==> config.mk <==
export PLATFORM = sky130hd
export DESIGN_NAME = mem_access_ctrl
export DESIGN_NICKNAME = d
export VERILOG_FILES = /design/src/rtl/mem_if_pkg.sv /design/src/rtl/mem_access_ctrl.sv
export SDC_FILE = /design/constraint.sdc
export NUM_CORES = 1
export LEC_CHECK = 0
export BUFFER_PORTS_ARGS = -buffer_cell sky130_fd_sc_hd__buf_4
export CAP_MARGIN = 20
export CORE_ASPECT_RATIO = 0.7
export CORE_MARGIN = 3
export CORE_UTILIZATION = 30
export DETAILED_ROUTE_END_ITERATION = 10
export GPL_ROUTABILITY_DRIVEN = 0
export SLEW_MARGIN = 20
export SYNTH_ARGS = -nofsm -noshare
export SYNTH_HDL_FRONTEND = slang
export SYNTH_SLANG_ARGS = --single-unit
export TNS_END_PERCENT = 50
==> constraint.sdc <==
create_clock -name clk -period 3.8 [get_ports clk]
set_input_delay 0 -clock clk [delete_from_list [all_inputs] [get_ports clk]]
set_output_delay 0 -clock clk [all_outputs]
set_load 0.01 [all_outputs]
==> src/rtl/mem_if_pkg.sv <==
// Shared definitions for the 4x8 RAM initiator: default widths, FSM states
// and the strobe counter sizing.
package mem_if_pkg;

   localparam int DATA_W_DEF        = 8;
   localparam int ADDR_W_DEF        = 2;
   localparam int STROBE_CYCLES_DEF = 2;
   localparam int STRB_CNT_W        = $clog2(STROBE_CYCLES_DEF + 1);

   typedef enum logic [1:0] {
      IDLE    = 2'd0,
      SETUP   = 2'd1,
      STROBE  = 2'd2,
      RELEASE = 2'd3
   } state_e;

   function automatic int strb_cnt_w(input int cycles);
      return $clog2(cycles + 1);
   endfunction

endpackage

==> src/rtl/mem_access_ctrl.sv <==
// Initiator for the level-sensitive 4x8 RAM: single writes and wrapping read
// bursts, with address/direction only moving while the enable strobe is low.
module mem_access_ctrl
   import mem_if_pkg::*;
#(
   parameter int DATA_W        = DATA_W_DEF,
   parameter int ADDR_W        = ADDR_W_DEF,
   parameter int STROBE_CYCLES = STROBE_CYCLES_DEF
) (
   input  logic              clk,
   input  logic              rst_n,
   input  logic              req,
   input  logic              we,
   input  logic [ADDR_W-1:0] addr,
   input  logic [ADDR_W-1:0] len,
   input  logic [DATA_W-1:0] wdata,
   output logic              busy,
   output logic              rvalid,
   output logic [DATA_W-1:0] rdata,
   output logic              done,
   output logic              mem_r_w,
   output logic              mem_oe,
   output logic [ADDR_W-1:0] mem_addr,
   output logic [DATA_W-1:0] mem_wdata,
   input  logic [DATA_W-1:0] mem_rdata
);

   localparam int              SCW       = strb_cnt_w(STROBE_CYCLES);
   localparam logic [SCW-1:0]  STRB_LAST = SCW'(STROBE_CYCLES - 1);

   state_e              state_q, state_d;
   logic [SCW-1:0]      strb_q, strb_d;
   logic [ADDR_W-1:0]   word_q, word_d;
   logic [ADDR_W-1:0]   len_q, len_d;
   logic [ADDR_W-1:0]   addr_q, addr_d;
   logic                we_q, we_d;
   logic [DATA_W-1:0]   wdata_q, wdata_d;
   logic [DATA_W-1:0]   rdata_q, rdata_d;
   logic                last_word;

   // Writes are always one word, so the burst length is forced to zero.
   assign last_word = (word_q == len_q);

   always_comb begin
      state_d = state_q;
      strb_d  = strb_q;
      word_d  = word_q;
      len_d   = len_q;
      addr_d  = addr_q;
      we_d    = we_q;
      wdata_d = wdata_q;
      rdata_d = rdata_q;
      case (state_q)
         IDLE: begin
            if (req) begin
               we_d    = we;
               addr_d  = addr;
               len_d   = we ? '0 : len;
               wdata_d = wdata;
               word_d  = '0;
               state_d = SETUP;
            end
         end
         SETUP: begin
            strb_d  = '0;
            state_d = STROBE;
         end
         STROBE: begin
            if (strb_q == STRB_LAST) begin
               if (!we_q) rdata_d = mem_rdata;
               state_d = RELEASE;
            end else begin
               strb_d = strb_q + 1'b1;
            end
         end
         RELEASE: begin
            if (last_word) begin
               state_d = IDLE;
            end else begin
               addr_d  = addr_q + 1'b1;
               word_d  = word_q + 1'b1;
               state_d = SETUP;
            end
         end
         default: state_d = IDLE;
      endcase
   end

   always_ff @(posedge clk or negedge rst_n) begin
      if (!rst_n) begin
         state_q <= IDLE;
         strb_q  <= '0;
         word_q  <= '0;
         len_q   <= '0;
         addr_q  <= '0;
         we_q    <= 1'b0;
         wdata_q <= '0;
         rdata_q <= '0;
      end else begin
         state_q <= state_d;
         strb_q  <= strb_d;
         word_q  <= word_d;
         len_q   <= len_d;
         addr_q  <= addr_d;
         we_q    <= we_d;
         wdata_q <= wdata_d;
         rdata_q <= rdata_d;
      end
   end

   // Every output is a decode of registered state; nothing flows from inputs.
   assign busy      = (state_q != IDLE);
   assign mem_oe    = (state_q == STROBE);
   assign rvalid    = (state_q == RELEASE) && !we_q;
   assign done      = (state_q == RELEASE) && last_word;
   assign mem_r_w   = we_q;
   assign mem_addr  = addr_q;
   assign mem_wdata = wdata_q;
   assign rdata     = rdata_q;

endmodule

==> out/results.txt, run 1 <==
Max Fanout on Critical Path - 5
Mapped Nets - 139
Combinational share of power - 53.2%
Final slew viol count - 0
# IOs - 47
Min cycle time layout - 1.83 ns
Most frequent cell after synthesis - dfrtp_1
Leakage - 0.925 nW
Post-synth top area cell - dfrtp_1
Die area - 5240 sq um
Number of DRC markers in iteration 0 - 50
Worst reg2reg path depth - 6
Critical path launch point type - flip-flop
Core area - 4070 sq um
Syn-to-layout area delta - 49.4%
Adder-Cell Fraction of Synth Area - 5.69%
Switching share of power - 37.9%
Vias per Instance - 4.64
Kind of critical path - flip-flop to flip-flop
Yosys warns - 0
CP Data Required Time - 3.97 ns
Max Freq - 545 MHz
Synthesized flop and latch total - 27
Initial Util - 32.5%
CTS tree - done
Post-synthesis sequential area ratio - 51.2%
Post-Synth XOR/XNOR Area - 2.56%
Final Cycle Share - 48.3%
Actual slew at the worst max-slew pin - 0.493 ns
Hold Path Class - input port to flip-flop
# rows - 19
DR WL/cell - 12.9 um
Post-Syn Instances - 109
Switching power - 0.566 mW
Tot GR Track Use - 12.3%
Dpl hpwl - 2.20 mm
Met2 Use GR - 21.1%
Chip width - 85.3 um
Synth Area in Compound Gates - 9.67%
Die height - 61.5 um
Pint - 0.928 mW
Vias - 1,062
H-tree depth - 1
Power per cell area - 757 nW/um^2
Postcts setup bufs - 0
Skew final - 0.00429 ns
Largest net degree at the start of global routing - 28
Worst vdd ir - 482 uV
Met3 Usage GRT - 4.14%
Drt total wl - 2.95 mm
DRC - 0
CTS Root Cell - clkbuf_8
Final Hold Viols - 0
Main synth FF type - dfrtp_1
Mapped cell area - 1320 sq um
Number of global-route vias before repair - 1,098
Final net count - 208
Post-synthesis simple-gate area fraction - 10.0%
Yosys top cell area share - 51.2%
Post-synth EDFFs - 0
Layout cell share with drive strength beyond 1 - 38.4%
Final setup fails - 0
Share of flip-flops with an asynchronous set or reset - 100%
Sequential share of power - 35.2%
RSZ-0062 raised after global routing - no
CP endpoint kind - flip-flop
Slew HR - 67.1%
Worst-Skew Late Latency - 0.28 ns
Initial antenna violation count - 0
Max-cap violations - 0
Gr ovfl total - 0
Combinational family with the most area after synthesis - multiplexers
Clock sinks - 27
Cts bufs inserted - 3
TNS Setup - 0 ns
Global-route wire length before repair - 5.13 mm
Hold path depth - 4
Global Route met1 Usage - 16.0%
Post-placement cell count - 205
Non-filler cells, final - 229
Multiplexer share of the synthesized area - 18.2%
Layout Utilization - 48.5%
Crit path arrival time - 2.00 ns
Max Buffers Root-to-Sink - 2
DRT antenna net count - 0
Worst-path clk slew - 0.10 ns
Clock Power Share - 11.6%
N_diodes - 0
Outcome - finished, final reports clean
Average size of a mapped cell - 12.1 sq um
Commonest cells in the netlist - dfrtp_1, mux2_2, nand2_1
Count of cell types in the netlist - 36
DRT Pass-1 Iters - 5
Synth area leaders - dfrtp_1, mux2_2, ha_1
GR peak layer - met2
Buffers on Ports - 46
[worst max-delay path, stage by stage, from the launching register on]
cell,delay [ns]
dfrtp_1,0.42
inv_1,0.13
ha_1,0.33
mux2i_4,0.34
nor2_1,0.07
mux2_4,0.26
a22o_1,0.18
[per-stage QoR]
step	total power [mW]	setup WS, ns	hold WS, ns	area (sq um)
after global placement	1.29	2.09	-0.0663	1720
final	1.49	1.97	0.119	1970
after CTS	1.52	1.97	0.109	1970
after floorplan	1.00	2.14	-0.296	1320
after global routing	1.63	1.86	0.140	1970
after detailed placement	1.32	1.98	-0.0639	1720
[what timing repair did]
action / 4_1_cts / 5_1_grt
resized for setup: 0 / 0
hold buffers: 20 / 0
hold endpoints to repair: 46 / 0
[sequential cells by signal, indices dropped and copies added, names as in the netlist]
signal	count
strb_q	2
mem_r_w	1
state_q	2
mem_wdata	8
mem_addr	2
word_q	2
rdata	8
len_q	2
[power by group through the flow]
stage | combinational (mW) | sequential, mW | clock (mW)
CTS | 0.808 | 0.526 | 0.182
detailed placement | 0.791 | 0.531 | 0
global route | 0.887 | 0.549 | 0.192
finish | 0.795 | 0.526 | 0.173
global placement | 0.763 | 0.523 | 0
floorplan | 0.438 | 0.566 | 0
[kinds of logic (layout without fill, tap and decap cells)]
logic type / count (synthesis) / in the layout
buffers and inverters: 9 / 77
muxes: 20 / 20
AOI/OAI and AO/OA: 19 / 19
xor gates and xnor gates: 3 / 3
DFF: 27 / 27
and+or+nand+nor: 25 / 25
adders and majority gates: 6 / 6
[routing by layer]
| metal | wire, um | up-vias |
|---|---|---|
| met1 | 1370 | 505 |
| met4 | 13 | 0 |
| met3 | 202 | 2 |
| met2 | 1370 | 33 |
| li1 | - | 522 |
| met5 | 0 | - |
[layout by cell type (no fill, tap or decap)]
| master | count |
|---|---|
| a311oi_1 | 1 |
| and2_4 | 1 |
| or3_1 | 1 |
| a2bb2oi_1 | 1 |
| clkbuf_8 | 3 |
| o311ai_1 | 1 |
| buf_4 | 46 |
| mux2i_4 | 1 |
| xnor2_2 | 1 |
| a21boi_2 | 1 |
| mux2_2 | 12 |
| nand2_1 | 8 |
| mux2_1 | 6 |
| and3_1 | 1 |
| nor2_1 | 2 |
| o21ai_0 | 4 |
| dfrtp_1 | 27 |
| inv_1 | 7 |
| nand3_1 | 3 |
| xnor2_1 | 1 |
| a211oi_1 | 1 |
| and3b_1 | 1 |
| nor2b_1 | 1 |
| nand2_2 | 1 |
| ha_1 | 6 |
| o31ai_1 | 1 |
| a21boi_1 | 1 |
| nor3_1 | 1 |
| nand2b_1 | 4 |
| a22o_1 | 1 |
| o21ai_1 | 2 |
| o22ai_1 | 3 |
| mux2_4 | 1 |
| xor2_1 | 1 |
| nand3b_1 | 1 |
| a21oi_1 | 2 |
| inv_6 | 1 |
| dlygate4sd3_1 | 20 |
[final cells by class]
| cell class | instances | area, sq um |
|---|---|---|
| Fill cell | 367 | 2090 |
| Sequential cell | 27 | 676 |
| Multi-Input combinational cell | 73 | 609 |
| Clock inverter | 1 | 8.76 |
| Inverter | 7 | 26.3 |
| Timing Repair Buffer | 66 | 546 |
| Tap cell | 52 | 65.1 |
| Clock buffer | 3 | 41.3 |
[final timing paths]
path | slack, ns | start | endpoint
min in group asynchronous | 0.16 | rst_n | mem_wdata[5]
worst max-delay path | 1.97 | state_q[0] | word_q[1]
worst min-delay path | 0.12 | req | word_q[0]
worst min register to register | 0.50 | mem_wdata[2] | mem_wdata[2]
max in group asynchronous | 3.38 | rst_n | strb_q[1]
worst max register to register | 1.97 | state_q[0] | word_q[1]
Note: power is estimated with default switching activity, not from simulation.
==> inputs of run 2 (changes only) <==
- ABC_AREA: default -> 1
- clock period: 3.8 -> 1.6 ns (I/O delays scaled with it)
==> run 2 against run 1 <==
Count of clock-buffer cells in the layout stayed put. Hold slack worse by 0.080 ns. Fmax is 26% higher. Total power is 120% higher. Critical endpoint is now rdata[6]. Worst setup slack worse by 1.8 ns. Final area is 1.8% lower. Core utilization hardly changed. Clock skew is 0.0033 ns higher.
==> out/results.txt, run 2 <==
Initial antenna violation count - 0 (unchanged)
H-tree depth - 1 (unchanged)
Worst reg2reg path depth - 4 (was 6)
CTS Root Cell - clkbuf_8 (unchanged)
Slew HR - 77.6% (was 67.1%)
Gr ovfl total - 0 (unchanged)
WHS Endpoint - mem_addr[1] (was word_q[0])
Die area - 5040 sq um (was 5240 sq um)
Worst-path clk slew - 0.10 ns (about the same)
Core area - 3990 sq um (was 4070 sq um)
Layout cell share with drive strength beyond 1 - 30.5% (was 38.4%)
Post-placement cell count - 238 (was 205)
Post-synth top area cell - dfrtp_1 (unchanged)
Crit-path cells - inv_1, ha_1, nand3_4, mux2_2 (was inv_1, ha_1, mux2i_4, nor2_1, mux2_4, a22o_1)
DR WL/cell - 10.8 um (was 12.9 um)
Most frequent cells in the layout - nand2_1, buf_4, dfrtp_1, dlygate4sd3_1, inv_1 (was buf_4, dfrtp_1, dlygate4sd3_1, mux2_2, nand2_1)
Initial Util - 31.6% (was 32.5%)
Worst Setup SP - state_q[0] (unchanged)
Hold path depth - 5 (was 4)
Drt total wl - 2.82 mm (was 2.95 mm)
Outcome - finished, final reports clean (unchanged)
Power per cell area - 1700 nW/um^2 (was 757 nW/um^2)
Number of global-route vias before repair - 1,087 (was 1,098)
Hold_sp - addr[1] (was req)
# rows - 19 (unchanged)
Min cycle time layout - 1.45 ns (was 1.83 ns)
Hold Path Class - input port to flip-flop (unchanged)
CP Data Required Time - 1.77 ns (was 3.97 ns)
Flop-to-flop setup slack - 0.15 ns (was 1.97 ns)
Most frequent cell after synthesis - nand2_1 (was dfrtp_1)
Final setup fails - 0 (unchanged)
Synth area leaders - dfrtp_1, nand2_1, mux2_2 (was dfrtp_1, mux2_2, ha_1)
Non-filler cells, final - 262 (was 229)
Post-synth EDFFs - 0 (unchanged)
Dpl hpwl - 1.98 mm (was 2.20 mm)
Die height - 60.3 um (was 61.5 um)
Overall Power - 3.29 mW (was 1.49 mW)
Clock sinks - 27 (unchanged)
Crit Reg-Reg Endpoint - rdata[6] (was word_q[1])
Final net count - 241 (was 208)
Leakage - 1.01 nW (was 0.925 nW)
Max-cap violations - 0 (unchanged)
FF-to-FF Start - state_q[0] (unchanged)
Tot GR Track Use - 12.2% (was 12.3%)
Final Cycle Share - 90.9% (was 48.3%)
Critical path launch point type - flip-flop (unchanged)
Post-Syn Instances - 139 (was 109)
Commonest cells in the netlist - nand2_1, dfrtp_1, inv_1 (was dfrtp_1, mux2_2, nand2_1)
Actual slew at the worst max-slew pin - 0.336 ns (was 0.493 ns)
Kind of critical path - flip-flop to flip-flop (unchanged)
Delay-heaviest family, CP - flip-flops (was multiplexers)
Slowest cell on the critical path - dfrtp_1 (unchanged)
Skew final - 0.00762 ns (was 0.00429 ns)
Syn-to-layout area delta - 53.3% (was 49.4%)
Global-route wire length before repair - 4.78 mm (was 5.13 mm)
# IOs - 47 (unchanged)
Yosys warns - 0 (unchanged)
Chip width - 83.5 um (was 85.3 um)
Most common cell after layout, fill and taps aside - nand2_1 (was buf_4)
CP endpoint kind - flip-flop (unchanged)
Layout Utilization - 48.5% (about the same)
Main synth FF type - dfrtp_1 (unchanged)
Synthesized flop and latch total - 27 (unchanged)
Slowest stage delay, CP - 0.43 ns (was 0.42 ns)
Worst-Skew Late Latency - 0.27 ns (was 0.28 ns)
Worst vdd ir - 790 uV (was 482 uV)
DRT Pass-1 Iters - 2 (was 5)
Max Fanout on Critical Path - 8 (was 5)
Max Freq - 688 MHz (was 545 MHz)
Number of DRC markers in iteration 0 - 25 (was 50)
Mapped cell area - 1260 sq um (was 1320 sq um)
Buffers on Ports - 46 (unchanged)
Worst path bufs/invs - 1 (unchanged)
N_diodes - 0 (unchanged)
Max Buffers Root-to-Sink - 2 (unchanged)
Average size of a mapped cell - 9.08 sq um (was 12.1 sq um)
DRT antenna net count - 0 (unchanged)
Largest net degree at the start of global routing - 28 (unchanged)
Mapped Nets - 169 (was 139)
RSZ-0062 raised after global routing - no (unchanged)
Final slew viol count - 0 (unchanged)
Post-synthesis sequential area ratio - 53.5% (was 51.2%)
Fillers - 382 (was 367)
CTS tree - done (unchanged)
Crit path arrival time - 1.62 ns (was 2.00 ns)
Vias per Instance - 4.07 (was 4.64)
Share of flip-flops with an asynchronous set or reset - 100% (unchanged)
Yosys top cell area share - 53.5% (was 51.2%)
Vias - 1,067 (was 1,062)
Cts bufs inserted - 3 (unchanged)
TNS Setup - 0 ns (unchanged)
DRC - 0 (unchanged)
Final Hold Viols - 0 (unchanged)
Count of cell types in the netlist - 17 (was 36)
Postcts setup bufs - 0 (unchanged)
==> run 2: metrics by stage <==
stage               worst slack, ns  cell area (sq um)  hold slack, ns
CTS                          0.0871               1930          0.0315
detailed placement            0.112               1680         -0.0627
global route                 0.0228               1940          0.0549
finish                        0.146               1940          0.0395
global placement              0.176               1680         -0.0618
floorplan                     0.238               1260          -0.296
==> run 2: cells by family after synthesis <==
kind of cell	count (synthesis)	synth area share, %
simple gates	68	22.8
flops	27	53.5
buf+inv	18	5.45
compound gates	11	4.46
mux	8	7.14
fa+ha+maj	6	5.95
xor+xnor	1	0.694
==> run 2: timing repair <==
action                     CTS  global route
resized for setup            0             1
hold buffers                20             0
hold endpoints to repair    46             0
setup endpoints to repair    0            10
==> run 2: how the worst max path moves through the flow <==
| stage | to | slack, ns | cells past startpoint |
|---|---|---|---|
| 2_1_floorplan | rdata[0] | 0.24 | 4 |
| 3_5_place_dp | mem_wdata[3] | 0.11 | 6 |
| 4_1_cts | len_q[1] | 0.09 | 5 |
| 6_report | rdata[6] | 0.15 | 4 |
| 3_3_place_gp | rdata[4] | 0.18 | 4 |
| 5_1_grt | mem_wdata[4] | 0.02 | 6 |
==> run 2: worst min-delay path, cell delays in order <==
cell and delay, ns:
buf_4 0.08, nand2_1 0.04, nand2_1 0.05, nand3_1 0.05, nand2_1 0.06
==> run 2: per-layer routing <==
| layer | global-route usage (%) | routed length (um) | vias up |
|---|---|---|---|
| li1 | - | - | 573 |
| met1 | 14.3 | 1250 | 467 |
| met2 | 22.6 | 1410 | 25 |
| met3 | 3.86 | 145 | 2 |
| met4 | 2.06 | 11 | 0 |
| met5 | 0 | 0 | - |
==> run 2: power by group <==
group / switching [mW] / internal [mW] / leakage (nW) / total [mW]
Combinational: 0.870 / 0.817 / 0.659 / 1.69
Clock: 0.214 / 0.177 / 0.0217 / 0.391
Sequential: 0.209 / 1.01 / 0.331 / 1.21
==> run 2: layout make-up <==
class	count	area, sq um	area share (%)
Tap cell	52	65.1	3.36
Clock buffer	3	41.3	2.13
Sequential cell	27	676	34.9
Inverter	17	67.6	3.49
Multi-Input combinational cell	94	518	26.8
Timing Repair Buffer	68	561	29.0
Clock inverter	1	7.51	0.388
